<file path="src/rtl/tis_exec_node.sv">
// TIS-100 execution node: ACC/BAK data path, PC and jump logic, and blocking
// valid/ready neighbour ports. Port reads and writes stall until the neighbour completes.
module tis_exec_node #(
  parameter int DATA_W = 8,
  parameter int NPORTS = 4,
  parameter int PC_W   = 4,
  localparam int INSTR_W = 10 + DATA_W
) (
  input  logic                       clk,
  input  logic                       reset,
  input  logic [PC_W:0]              prog_len,
  input  logic [INSTR_W-1:0]         instr,
  output logic [PC_W-1:0]            pc,
  input  logic [NPORTS*DATA_W-1:0]   in_data,
  input  logic [NPORTS-1:0]          in_valid,
  output logic [NPORTS-1:0]          in_ready,
  output logic [DATA_W-1:0]          out_data,
  output logic [NPORTS-1:0]          out_valid,
  input  logic [NPORTS-1:0]          out_ready,
  output logic [DATA_W-1:0]          acc,
  output logic                       stalled
);

  localparam int SW = ((DATA_W > PC_W + 1) ? DATA_W : PC_W + 1) + 1;
  localparam logic [2:0] NP3 = 3'(NPORTS);
  localparam logic [DATA_W-1:0] MAX_V = {1'b0, {(DATA_W-1){1'b1}}};
  localparam logic [DATA_W-1:0] MIN_V = {1'b1, {(DATA_W-1){1'b0}}};

  typedef enum logic [1:0] {RUN, RD_WAIT, WR_WAIT} state_t;
  typedef enum logic [3:0] {
    OP_NOP, OP_MOV, OP_SWP, OP_SAV, OP_ADD, OP_SUB, OP_NEG,
    OP_JMP, OP_JEZ, OP_JNZ, OP_JGZ, OP_JLZ, OP_JRO
  } opcode_t;

  state_t              state;
  logic [DATA_W-1:0]   bak;

  opcode_t             op;
  logic [2:0]          src, dst;
  logic [DATA_W-1:0]   imm, port_word, src_val;
  logic                port_valid, src_port, dst_port, reading, src_ok;
  logic [DATA_W:0]     add_ext, sub_ext, neg_ext;
  logic [DATA_W-1:0]   add_sat, sub_sat, neg_sat;
  logic [PC_W:0]       plen_eff, last;
  logic [PC_W-1:0]     seq_pc, jmp_pc, jro_pc, next_pc;
  logic signed [SW-1:0] jro_sum;
  logic                acc_zero, acc_neg;

  function automatic logic [DATA_W-1:0] sat(input logic [DATA_W:0] v);
    if (v[DATA_W] != v[DATA_W-1]) return v[DATA_W] ? MIN_V : MAX_V;
    return v[DATA_W-1:0];
  endfunction

  always_comb begin
    op  = opcode_t'(instr[INSTR_W-1 -: 4]);
    src = instr[INSTR_W-5 -: 3];
    dst = instr[INSTR_W-8 -: 3];
    imm = instr[DATA_W-1:0];

    src_port = (op inside {OP_MOV, OP_ADD, OP_SUB, OP_JRO}) && (src < NP3);
    dst_port = (op == OP_MOV) && (dst < NP3);

    port_word  = '0;
    port_valid = 1'b0;
    for (int unsigned p = 0; p < NPORTS; p++) begin
      if (src == 3'(p)) begin
        port_word  = in_data[p*DATA_W +: DATA_W];
        port_valid = in_valid[p];
      end
    end

    reading = src_port && (state != WR_WAIT) && !reset;
    in_ready = '0;
    for (int unsigned p = 0; p < NPORTS; p++)
      in_ready[p] = reading && (src == 3'(p));
    src_ok  = !src_port || port_valid;
    stalled = (state != RUN) || (src_port && !port_valid);

    if (src_port)         src_val = port_word;
    else if (src == 3'd4) src_val = acc;
    else if (src == 3'd6) src_val = imm;
    else                  src_val = '0;

    add_ext = {acc[DATA_W-1], acc} + {src_val[DATA_W-1], src_val};
    sub_ext = {acc[DATA_W-1], acc} - {src_val[DATA_W-1], src_val};
    neg_ext = '0 - {acc[DATA_W-1], acc};
    add_sat = sat(add_ext);
    sub_sat = sat(sub_ext);
    neg_sat = sat(neg_ext);

    plen_eff = (prog_len == '0) ? (PC_W+1)'(1) : prog_len;
    last     = plen_eff - 1'b1;
    seq_pc   = ({1'b0, pc} == last) ? '0 : pc + 1'b1;
    jmp_pc   = ({1'b0, imm[PC_W-1:0]} >= plen_eff) ? last[PC_W-1:0] : imm[PC_W-1:0];

    // Both operands are widened so the sum cannot overflow before clamping.
    jro_sum = SW'($signed(src_val)) + $signed(SW'(pc));
    if (jro_sum < 0)                        jro_pc = '0;
    else if (jro_sum > $signed(SW'(last)))  jro_pc = last[PC_W-1:0];
    else                                    jro_pc = jro_sum[PC_W-1:0];

    acc_zero = (acc == '0);
    acc_neg  = acc[DATA_W-1];
    case (op)
      OP_JMP:  next_pc = jmp_pc;
      OP_JEZ:  next_pc = acc_zero ? jmp_pc : seq_pc;
      OP_JNZ:  next_pc = !acc_zero ? jmp_pc : seq_pc;
      OP_JGZ:  next_pc = (!acc_zero && !acc_neg) ? jmp_pc : seq_pc;
      OP_JLZ:  next_pc = acc_neg ? jmp_pc : seq_pc;
      OP_JRO:  next_pc = jro_pc;
      default: next_pc = seq_pc;
    endcase
  end

  always_ff @(posedge clk) begin
    if (reset) begin
      state     <= RUN;
      pc        <= '0;
      acc       <= '0;
      bak       <= '0;
      out_data  <= '0;
      out_valid <= '0;
    end else begin
      case (state)
        RUN, RD_WAIT: begin
          if (!src_ok) begin
            state <= RD_WAIT;
          end else if (dst_port) begin
            out_data <= src_val;
            for (int unsigned q = 0; q < NPORTS; q++)
              out_valid[q] <= (dst == 3'(q));
            state <= WR_WAIT;
          end else begin
            case (op)
              OP_MOV:  if (dst == 3'd4) acc <= src_val;
              OP_SWP:  begin acc <= bak; bak <= acc; end
              OP_SAV:  bak <= acc;
              OP_ADD:  acc <= add_sat;
              OP_SUB:  acc <= sub_sat;
              OP_NEG:  acc <= neg_sat;
              default: ;
            endcase
            pc    <= next_pc;
            state <= RUN;
          end
        end
        WR_WAIT: begin
          if (|(out_valid & out_ready)) begin
            out_valid <= '0;
            pc        <= seq_pc;
            state     <= RUN;
          end
        end
        default: state <= RUN;
      endcase
    end
  end

endmodule

</file>
<file path="config.mk">
export PLATFORM = sky130hd
export DESIGN_NAME = tis_exec_node
export DESIGN_NICKNAME = d
export VERILOG_FILES = /design/src/rtl/tis_exec_node.sv
export SDC_FILE = /design/constraint.sdc
export NUM_CORES = 1
export LEC_CHECK = 0
export ABC_AREA = 1
export CORE_ASPECT_RATIO = 1.5
export CORE_MARGIN = 8
export CORE_UTILIZATION = 45
export DETAILED_ROUTE_END_ITERATION = 16
export PLACE_DENSITY = 0.73
export SYNTH_ARGS = -nofsm -noshare
export SYNTH_HDL_FRONTEND = slang
export SYNTH_SLANG_ARGS = --single-unit
</file>
<file path="constraint.sdc">
create_clock -name clk -period 7.55 [get_ports clk]
set_clock_uncertainty 0.05 [all_clocks]
set_input_delay 1.51 -clock clk [delete_from_list [all_inputs] [get_ports clk]]
set_output_delay 1.51 -clock clk [all_outputs]
set_load 0.02 [all_outputs]
</file>
# Word-level counts from Yosys, hierarchy flattened
# Index checks and enable logic that the tools add are counted.
# word_totals
output_inout_bits	29
word_cells	133
inputBits	65
register_bits	34
# op_classes
n_eq_ne	33
mux	47
n_reduce_logical	34
addsub	6
bitwise_logic	2
order_cmp	5
# op_table
operator	count
$mux 8	17
$mux 4	14
$pmux 8 s5	1
$pmux 4 s6	1
$eq 4x4->1 const B	5
$eq 4x3->1 const B	4
$pmux 4 s2	2
$eq 3x2->1 const B	4
$reduce_and 4->1	3
$logic_and 1x1->1	10
$ne 2x2->1 const B	5
$add 8x5->9	1
$add 8x8->9	1
$eq 3x3->1 const B	3
$gt 9x6->1	1
$lt 9x1->1 const B	1
$sub 1x8->9 const A	1
$sub 8x8->9	1
$eq 4x2->1 const B	2
$logic_not 8->1	1
$mux 1	7
$eq 3x1->1 const B	2
$logic_not 3->1	2
$lt 3x3->1 const B	2
other kinds (25)	36

# Longest topological paths before layout
# Gate-level depths: netlist (run 1).
# logic_depth
word_depth	14
mapped_depth	25
ltp_nobuf	25

# Least setup slack after synthesis (run 1)
# Ideal clock, no wire load.
# synth_path
kind	input to register
start	input port instr[11]
end	register pc[2]
setup_time_ps	122
path_stages	24
t_arrival_ps	4370
t_required_ps	7378
setup_slack_ps	3008
n_path_buf	1
path_cell_list	buf_2 -> nor2_4 -> nand2_1 -> inv_1 -> a22oi_1 -> a31oi_1 -> ha_1 -> fa_1 -> nand3_1 -> nand3_1 -> xnor2_1 -> inv_1 -> ha_1 -> nand2_1 -> nor3_1 -> a22oi_1 -> nor2_1 -> nand2_1 -> nand2_1 -> nand2_1 -> nand3_1 -> nand2_1 -> nand2_1 -> a21oi_2
# synth_via
elab_chain_cells	14
elab_cells_between_ends	32
cone_classes	add/sub: 1; order compare: 3; eq/ne: 6; mux: 17; reduce/logical: 5
# synth_rtl
item	line_no	rtl
start: declaration	12	input logic [INSTR_W-1:0] instr,
$logic_not 3->1	66	if (src == 3'(p)) begin
$mux 8 (4 in series)	66	
$mux 8 (*)	79	if (src_port) src_val = port_word;
via src_val[0]	40	logic [DATA_W-1:0] imm, port_word, src_val;
$add 8x5->9 (*)	97	jro_sum = SW'($signed(src_val)) + $signed(SW'(pc));
$gt 9x6->1	99	else if (jro_sum > $signed(SW'(last))) jro_pc = last[PC_W-1:0];
$mux 4	99	
$mux 4 (*)	98	if (jro_sum < 0) jro_pc = '0;
$pmux 4 s6 (*)	104	case (op)
$mux 4 (*)	128	end else if (dst_port) begin
$mux 4 (*)	126	if (!src_ok) begin
$pmux 4 s2 (*)	124	case (state)
end signal: assignment	143	pc <= next_pc;
end signal: assignment	150	pc <= seq_pc;
end: declaration	13	output logic [PC_W-1:0] pc,
# Mark *: on every way through the listed nets, which the timed path passes. The rest lies on a longest branch. The select of a mux whose other input is x is not followed.
# A chain may end at the register's enable or synchronous reset.

# Worst setup path after layout (run 1)
# layout_path
start	input port instr[12]
end	output port stalled
# layout_via
elab_chain_cells	8
elab_cells_between_ends	13
cone_classes	order compare: 1; eq/ne: 3; mux: 4; reduce/logical: 5
# layout_rtl
item	line_no	rtl
$logic_not 3->1	66	
$mux 1 (4 in series)	66	
$logic_not 1->1	77	stalled = (state != RUN) || (src_port && !port_valid);
$logic_and 1x1->1 (*)	77	
$logic_or 1x1->1 (*)	77	
end: declaration	21	output logic stalled
# Every way passes the cells marked *; elsewhere a longest branch is shown, timed or not.

==> results of run 1 <==
power groups by stage:
| stage | Clock, mW | Sequential, mW | Combinational (mW) |
|---|---|---|---|
| final | 0.208 | 0.205 | 0.360 |
| after global routing | 0.216 | 0.206 | 0.400 |
| after CTS | 0.209 | 0.205 | 0.356 |
| after detailed placement | 0 | 0.209 | 0.354 |
| after global placement | 0 | 0.208 | 0.351 |
| after floorplan | 0 | 0.210 | 0.231 |
critical path, stage by stage:
cell and delay (ps):
clkdlybuf4s50_1 710, inv_1 140, nand3_1 140, inv_2 90, nand2_1 60, nand3_1 70, a211oi_2 350, nor2_2 110
inv_1 100, or2_2 110, clkdlybuf4s50_1 590
state kept, by name, indices dropped and copies added, names as in the netlist:
name / flops
acc: 8
bak: 8
out_data: 8
out_valid: 4
pc: 4
state: 2
routing by layer:
layer  part of all wire (%)  up-vias  track usage, %
met5                      0        -               0
li1                       -     2419               -
met2                     54      169            44.5
met3                    5.1       42            3.10
met4                    3.6        0            9.83
met1                     37     2247            25.3
kinds of logic after synthesis:
family                     count (synthesis)  share of synthesized area (%)
and+or+nand+nor                          296                           32.7
xor gates and xnor gates                  25                           5.29
buffers and inverters                    121                           11.7
adders and majority gates                 37                           11.7
AOI/OAI and AO/OA                        153                           22.2
DFF                                       34                           16.4
area by class of cell:
cell class	count	area (sq um)
fill	932	3790
timing repair buffer	95	946
inverter	108	413
multi-input combinational	511	2980
clock inverter	2	12.5
sequential	34	681
tap	112	140
clock buffer	6	139
per-stage QoR:
stage          cell area [sq um]  instances  power, mW  setup slack, ps
5_1_grt                     5310        868      0.823             1800
4_1_cts                     5310        868      0.770             2010
6_report                    5310        868      0.773             1990
3_3_place_gp                5150        860      0.559             2020
2_1_floorplan               4140        666      0.441             3010
3_5_place_dp                5150        860      0.563             1900
synth_stat cells (2+ instances only):
cell | number | area share (%)
buf_6 | 2 | 0.54
nor2_4 | 4 | 1.1
o211ai_1 | 5 | 0.91
o31ai_1 | 3 | 0.54
a22o_1 | 2 | 0.42
a22oi_1 | 7 | 1.3
a21oi_2 | 3 | 0.63
nor2_2 | 5 | 0.76
nand2_4 | 2 | 0.54
a31oi_1 | 5 | 0.76
nand2_2 | 4 | 0.60
nand4_1 | 17 | 2.6
a21o_1 | 2 | 0.36
nor3_1 | 7 | 0.85
o22ai_1 | 6 | 0.91
dfxtp_1 | 34 | 16
nand2_1 | 115 | 10
inv_1 | 93 | 8.4
nor2_1 | 51 | 4.6
xnor2_1 | 6 | 1.3
inv_2 | 13 | 1.2
or2_2 | 5 | 0.76
buf_2 | 6 | 0.73
o21a_1 | 3 | 0.54
nand3_1 | 84 | 10
xor2_1 | 19 | 4.0
fa_1 | 3 | 1.5
a21oi_1 | 65 | 7.9
ha_1 | 34 | 10
clkbuf_1 | 4 | 0.36
o21bai_1 | 2 | 0.36
o21ai_0 | 38 | 4.6
a31o_2 | 2 | 0.42
o21ai_1 | 3 | 0.36
worst min path at each step:
stage,startpoint,end,slack (ps),cells after the start
after global placement,bak[1],bak[1],390,2
after detailed placement,bak[1],bak[1],390,2
final,bak[1],bak[1],400,2
after CTS,bak[1],bak[1],400,2
after floorplan,bak[7],bak[7],370,2
after global routing,bak[4],bak[4],430,2
==> results_dict.tcl, run 1 <==
set metrics [dict create \
    start_util_pct 45.5 \
    cts_setup_buffers 0 \
    switching_share_pct 40.3 \
    p_int_mw 0.461 \
    pin_count 94 \
    powerDensity_nw_per_um2 146 \
    coreArea_sq_um 9090 \
    clockRootBuffer "clkbuf_16" \
    finalHoldViolCount 0 \
    ys.warnings.count 0 \
    status "completed" \
    crit_type "in -> out" \
    vias 4877 \
    seq_power_share_pct 26.5 \
    drt-pass1-iter-count 5 \
    power_frac_clock_pct 26.9 \
    drt_iter0_drc 256 \
    final_common_cell "nand2_1" \
    grt_max_degree 20 \
    worstHoldPathType "reg -> reg" \
    whs_ps 401 \
    die_h_um 133 \
    start_kind "input port" \
    nets 857 \
    wl_per_cell_um 17.5 \
    grt-ovfl-total 0 \
    cp-end-kind "output pin" \
    clockBufferDepth 2 \
    grt_util_all_layers_pct 23.8 \
    ys.flop_type "dfxtp_1" \
    synth_area_sq_um 4140 \
    endpoint "stalled" \
    post_synth.cell_area_avg_sq_um 6.22 \
    ctsHoldBuffers 0 \
    antenna_left 0 \
    period_minus_slack_ps 5560 \
    die_area_sq_um 12600 \
    fp.dieW_um 94.3 \
    cts-resized-gates 0 \
    leakagePower_nw 2.39 \
    cts_inserted_buffers 5 \
    finalCritPeriodShare_pct 73.6 \
    cts_tree "done" \
    syn_inst 666 \
    r2r_setup_slack_ps 3800 \
    max-vdd-ir-drop_mv 0.161 \
    setup.worst_path.start "instr[12]" \
    r2r_start "acc[0]" \
    final_max_slew_viol_count 0 \
    p_sw_mw 0.312 \
    synth_fp_nets 768 \
    ys_async_sr_fraction_pct 0 \
    pwr-share-comb_pct 46.6 \
    cp.arrival_ps 4000 \
    via_per_inst 5.62 \
    final.setup.tns_ps 0 \
    antenna_found_initial 0 \
    io_buffers 93 \
    clock_latency_ps 280 \
    r2r_cells 19 \
    drc 0 \
    synth-seq-cells 34 \
    r2r_end "pc[0]" \
    hpwl_um 12500 \
    grt_pass1_wl_um 23800 \
    htree_num_levels 2 \
    first_global_vias 4733 \
    drive_above_1_share_pct 7.28 \
    most-common-layout-cells "115 x nand2_1, 93 x inv_1, 93 x clkdlybuf4s50_1, 84 x nand3_1, 65 x a21oi_1" \
    cts.sink_count 34 \
    synth_edf_count 0 \
    totalWireLength_um 15200 \
    maxCapViolCount 0 \
    final_util_pct 58.4 \
    core.rowCount 43 \
    ys_seq_area_share_pct 16.4 \
    finalSetupViolCount 0 \
    cp_max_fo 11 \
    place_congestion 1.02 \
    grt_setup_unrepaired "false" \
    worst_slew_pin_slew_ps 739 \
    area_growth_syn_to_layout_pct 28.1 \
    num_antenna_cells 0 \
    yosysUniqueCellTypes 46 \
    slew_headroom_pct 50.6 \
    cts.clk_slew.worst_paths_ps 50 \
    max_freq_mhz 180 \
    critPathRequiredTime_ps 5990 \
]
No activity file was read; power rests on OpenSTA's default activity.
==> run 2: changes to the inputs <==
==> constraint.sdc (replaced) <==
create_clock -name clk -period 5.3 [get_ports clk]
set_clock_uncertainty 0.05 [all_clocks]
set_input_delay 1.06 -clock clk [delete_from_list [all_inputs] [get_ports clk]]
set_output_delay 1.06 -clock clk [all_outputs]
set_load 0.02 [all_outputs]
==> run 2 against run 1 <==
Effect of this change: sequential cell count unchanged; cell count up 0.23%; sequential share of layout area about the same; critical endpoint is now pc[1]; largest power group unchanged.
==> results_dict.tcl, run 2 (synthesis results as in run 1) <==
set metrics [dict create \
    nets 859 \
    die_h_um 133 \
    r2r_end "pc[1]" \
    antenna_found_initial 0 \
    min-delay-start "bak[1]" \
    worstHoldPathType "reg -> reg" \
    multi_input_area_sq_um 2980 \
    r2r_start "acc[0]" \
    cts_inserted_buffers 5 \
    finalSetupViolCount 0 \
    area_growth_syn_to_layout_pct 28.4 \
    finalWorstSetupSlack_ps 369 \
    drt-pass1-iter-count 5 \
    maxCapViolCount 0 \
    cts.clk_slew.worst_paths_ps 50 \
    register_area_sq_um 681 \
    status "completed" \
    nFillCells 889 \
    leakagePower_nw 2.40 \
    via_per_inst 5.66 \
    vias 4925 \
    cp.arrival_ps 5040 \
    cts_setup_buffers 0 \
    r2r_cells 22 \
    core.rowCount 43 \
    critPathRequiredTime_ps 5410 \
    setup.worst_path.start "instr[12]" \
    grt_pass1_wl_um 23700 \
    antenna_left 0 \
    cts_tree "done" \
    hpwl_um 12300 \
    max_freq_mhz 203 \
    crit_type "in -> reg" \
    final.setup.tns_ps 0 \
    min_path_cells 2 \
    pin_count 94 \
    grt_util_all_layers_pct 23.5 \
    powerDensity_nw_per_um2 206 \
    grt_max_degree 20 \
    period_minus_slack_ps 4930 \
    cts.sink_count 34 \
    dp_slack_ps 136 \
    max-vdd-ir-drop_mv 0.212 \
    clockBufferDepth 2 \
    final_max_slew_viol_count 0 \
    clock_latency_ps 270 \
    num_antenna_cells 0 \
    io_buffers 93 \
    ctsHoldBuffers 0 \
    drc 0 \
    start_kind "input port" \
    cp-end-kind "flop" \
    slew_headroom_pct 62.5 \
    worst_slew_pin_slew_ps 556 \
    reg_top3 "acc: 8 flops, bak: 8 flops, out_data: 8 flops" \
    grt_setup_unrepaired "false" \
    hold_path_end "bak[1]" \
    finalCritPeriodShare_pct 93.0 \
    clockRootBuffer "clkbuf_16" \
    r2r_setup_slack_ps 1690 \
    cts-resized-gates 0 \
    die_area_sq_um 12600 \
    htree_num_levels 2 \
    first_global_vias 4986 \
    cp_max_fo 11 \
    grt-ovfl-total 0 \
    drive_above_1_share_pct 7.39 \
    coreArea_sq_um 9090 \
    fp.dieW_um 94.3 \
    wl_per_cell_um 17.3 \
    totalWireLength_um 15100 \
    start_util_pct 45.5 \
    finalHoldViolCount 0 \
    most-common-layout-cells "115 x nand2_1, 93 x inv_1, 93 x clkdlybuf4s50_1, 84 x nand3_1, 65 x a21oi_1" \
    place_congestion 0.984 \
    final_common_cell "nand2_1" \
    drt_iter0_drc 307 \
]
## run 2: changes by cell type in the layout (fill, tap and decap cells not counted), sizes merged
cell | previous run | this run
buf | 2 | 4
clkbuf | 6 | 7
clkinvlp | 1 | 0
## run 2: per-layer routing
layer | vias to the layer above | GRT usage, % | wire length [um]
li1 | 2425 | - | -
met1 | 2268 | 24.5 | 5790
met2 | 174 | 43.1 | 7910
met3 | 58 | 2.42 | 516
met4 | 0 | 14.3 | 850
met5 | - | 0 | 0
## run 2: worst max-delay path, stage by stage
cell and delay (ps):
clkdlybuf4s50_1 730, inv_1 140, nand3_1 130, inv_2 80, a22oi_1 180, a31oi_1 200
ha_1 270, fa_1 410, nand3_1 100, nand3_1 130, xnor2_1 200, inv_1 60
ha_1 300, nand2_1 60, nor3_1 140, a22oi_1 120, nor2_1 110, nand2_1 130
nand2_1 140, nand2_1 70, nand3_1 70, nand2_1 50, nand2_1 90, a21oi_2 50
## run 2: power by group
group	internal, mW	leakage [nW]	total (mW)	switching, mW
logic	0.202	2.05	0.515	0.313
registers	0.269	0.277	0.293	0.0238
clock network	0.186	0.0739	0.287	0.101
total	0.657	2.40	1.09	0.438
## run 2: worst max path at each step
stage	to	slack, ps	cells after the start
after floorplan	pc[2]	1210	24
after global placement	pc[1]	310	24
after detailed placement	pc[1]	140	24
after CTS	pc[1]	420	24
after global routing	pc[0]	50	24
final	pc[1]	370	24
## run 2: layout make-up
cell class | count | share of cell area, %
clock buffer | 7 | 2.68
inverter | 108 | 7.76
timing repair buffer | 97 | 18.1
multi-input combinational | 511 | 56.0
clock inverter | 1 | 0.0941
sequential | 34 | 12.8
tap | 112 | 2.64
## run 2: metrics by stage
step                cell area [sq um]  total power, mW  cells  util [%]  hold WS, ps
floorplan                        4140            0.628    666         -          374
global placement                 5170            0.795    862      56.9          396
detailed placement               5170            0.803    862      56.9          394
CTS                              5320             1.09    870      58.5          401
global route                     5320             1.17    870      58.5          413
finish                           5320             1.09    870      58.5          396
==> RTL edit (flow settings as in run 1) <==
Reset style: asynchronous (`reset`), changed in one clocked block.
--- a/src/rtl/tis_exec_node.sv
+++ b/src/rtl/tis_exec_node.sv
@@ -112,7 +112,7 @@
     endcase
   end
 
-  always_ff @(posedge clk) begin
+  always_ff @(posedge clk or posedge reset) begin
     if (reset) begin
       state     <= RUN;
       pc        <= '0;
Formal check against the unedited RTL: differs if reset is asserted again (counterexample within 4 cycles, from zero or initial values and one cycle with reset high); with reset held inactive, the same outputs for 4 cycles.
==> RTL edit against run 1 <==
Worst setup slack worse by 96 ps; count of clock-buffer cells in the layout down 1; worst hold slack better by 41 ps; critical path depth up 7; routed wire length down 3.8%; cell area up 4.0%; sequential cell count unchanged; area after synthesis up 4.5%.
Power is not compared: it rests on default switching activity, and its combinational part moved more than twofold at a synthesized area within 25%.
==> RTL edit: results (changes against run 1) <==
| Metric | Value |
|---|---|
| Hold slack final | 441 ps (+40.7 ps) |
| List of most frequent post-synthesis cells | nand2_1, inv_1, nand3_1, nor2_1 |
| Peak supply drop | between 0.00015 and 0.0002 V |
| Aggregate global-route resource usage | 22.8% (-0.96 points) |
| Cells after Synth | 667 (+0.15%) |
| Fillers | 922 (-1.1%) |
| Vias in the first global route | 4894 (+3.4%) |
| Post-synth cell types | 50 (+8.7%) |
| Area contributors post-synth | dfrtp_1, nand2_1, ha_1 |
| Yosys warning count | 0 (unchanged) |
| Placement Setup Slack | 1650 ps (-245 ps) |
| Via density | 5.56 (-1.0%) |
| Placed Cells incl. Taps | 863 (+0.35%) |
| CTS Buf Count | 5 (unchanged) |
| Min-Delay Path Class | reg2reg |
| Resized Gates After CTS | 0 (unchanged) |
| Clock Pin Slew Worst Setup and Hold Paths | 60 ps |
| Initial antenna violation count | 0 (unchanged) |
| Ys async rst share | 100% (+100 points) |
| Ant diodes | 0 (unchanged) |
| Max Cap Violations | 0 (unchanged) |
| RePlAce Congestion | 0.952 (-6.6%) |
| Max stage delay on crit path | 680 ps (-30 ps) |
| Worst-path fanout max | 13 (+2) |
| Seq/Total Area, Yosys | 19.7% (+3.2 points) |
| Slowest cell on the critical path | clkdlybuf4s50_1 |
| H-tree levels | 2 (unchanged) |
| Max Buffers Root-to-Sink | 2 (unchanged) |
| Least-Margin Pin Slew | 589 ps (-150 ps) |
| Post-CTS setup buffer count | 0 (unchanged) |
| Leak | 2.69 nW |
| Drt first-iter violations | 240 (-6.3%) |
| Post-DP HPWL | 12.2 mm (-3.0%) |
| Share of layout cells above drive strength 1 | 7.14% (-0.13 points) |
| Status | finished, final reports clean |
| Largest net degree at the start of global routing | 36 (+80%) |
| Final Non-Filler Cells | 871 (+0.35%) |
| R2r setup slk | 3730 ps (-70 ps) |
| Avg WL per Cell | 16.8 um (-4.2%) |
| Minimum clock period after layout | 5650 ps (+96.5 ps) |
| Top delay family on crit path | compound AO/OA/AOI/OAI gates |
| TritonRoute pass-1 iters | 5 (unchanged) |
| Largest registers | acc: 8 flops, bak: 8 flops, out_data: 8 flops |
| Buffers on Ports | 93 (unchanged) |
| Skew-Pair Late Insertion Delay | just under 300 ps |
| Global-route wire length before repair | 23.3 mm (-2.1%) |
| Root Driver | clkbuf_16 |
| Post-synth net total | 770 (+0.26%) |
| Worst Path Arrival | 5830 ps (+1830 ps) |
| Placed Area | 5330 sq um (+3.3%) |
-- RTL edit: worst paths after layout --
path / cells past startpoint / startpoint / endpoint
min in group asynchronous: 3 / reset / acc[1]
setup reg to reg: 22 / acc[1] / pc[2]
hold reg to reg: 2 / out_data[4] / out_data[4]
hold / removal: 2 / out_data[4] / out_data[4]
setup / recovery: 18 / instr[12] / acc[5]
max in group asynchronous: 3 / reset / out_data[6]
-- RTL edit: area by class of cell --
cell class              count  share of cell area (%)
clock inverters             3                    1.25
repair buffers             94                    17.0
multi-input cells         526                    54.9
clock buffers               5                    2.27
flip-flops and latches     34                    15.4
inverters                  94                    6.53
well taps                 115                    2.61
-- RTL edit: cells by family after synthesis --
family                     count (synthesis)  synth area share [%]
AOI/OAI and AO/OA                        115                  14.9
xor gates and xnor gates                  29                  5.87
adders and majority gates                 38                  11.5
buffers and inverters                    107                  10.2
DFF                                       34                  19.7
and+or+nand+nor                          344                  37.8
-- RTL edit: metrics by stage --
step                      util [%]  total power [mW]
after floorplan                  -             0.961
after global placement        55.9              1.24
after detailed placement      55.9              1.27
after CTS                     58.0              1.55
after global routing          58.0              1.66
final                         58.0              1.55
-- RTL edit: worst min-delay path: stages, from the launching register on --
cell and delay [ps]:
dfrtp_1 340, nand2_1 50, o21ai_0 60
-- RTL edit: per-layer routing --
| metal | track usage, % | up-vias | part of all wire (%) |
|---|---|---|---|
| met2 | 40.3 | 204 | 51 |
| met1 | 23.2 | 2222 | 37 |
| li1 | - | 2373 | - |
| met4 | 15.1 | 0 | 5.7 |
| met5 | 0 | - | 0 |
| met3 | 4.86 | 46 | 7.0 |
-- RTL edit: power by group --
| part | switching, mW | internal (mW) |
|---|---|---|
| registers | 0.0825 | 0.240 |
| clock network | 0.0875 | 0.190 |
| logic | 0.574 | 0.374 |
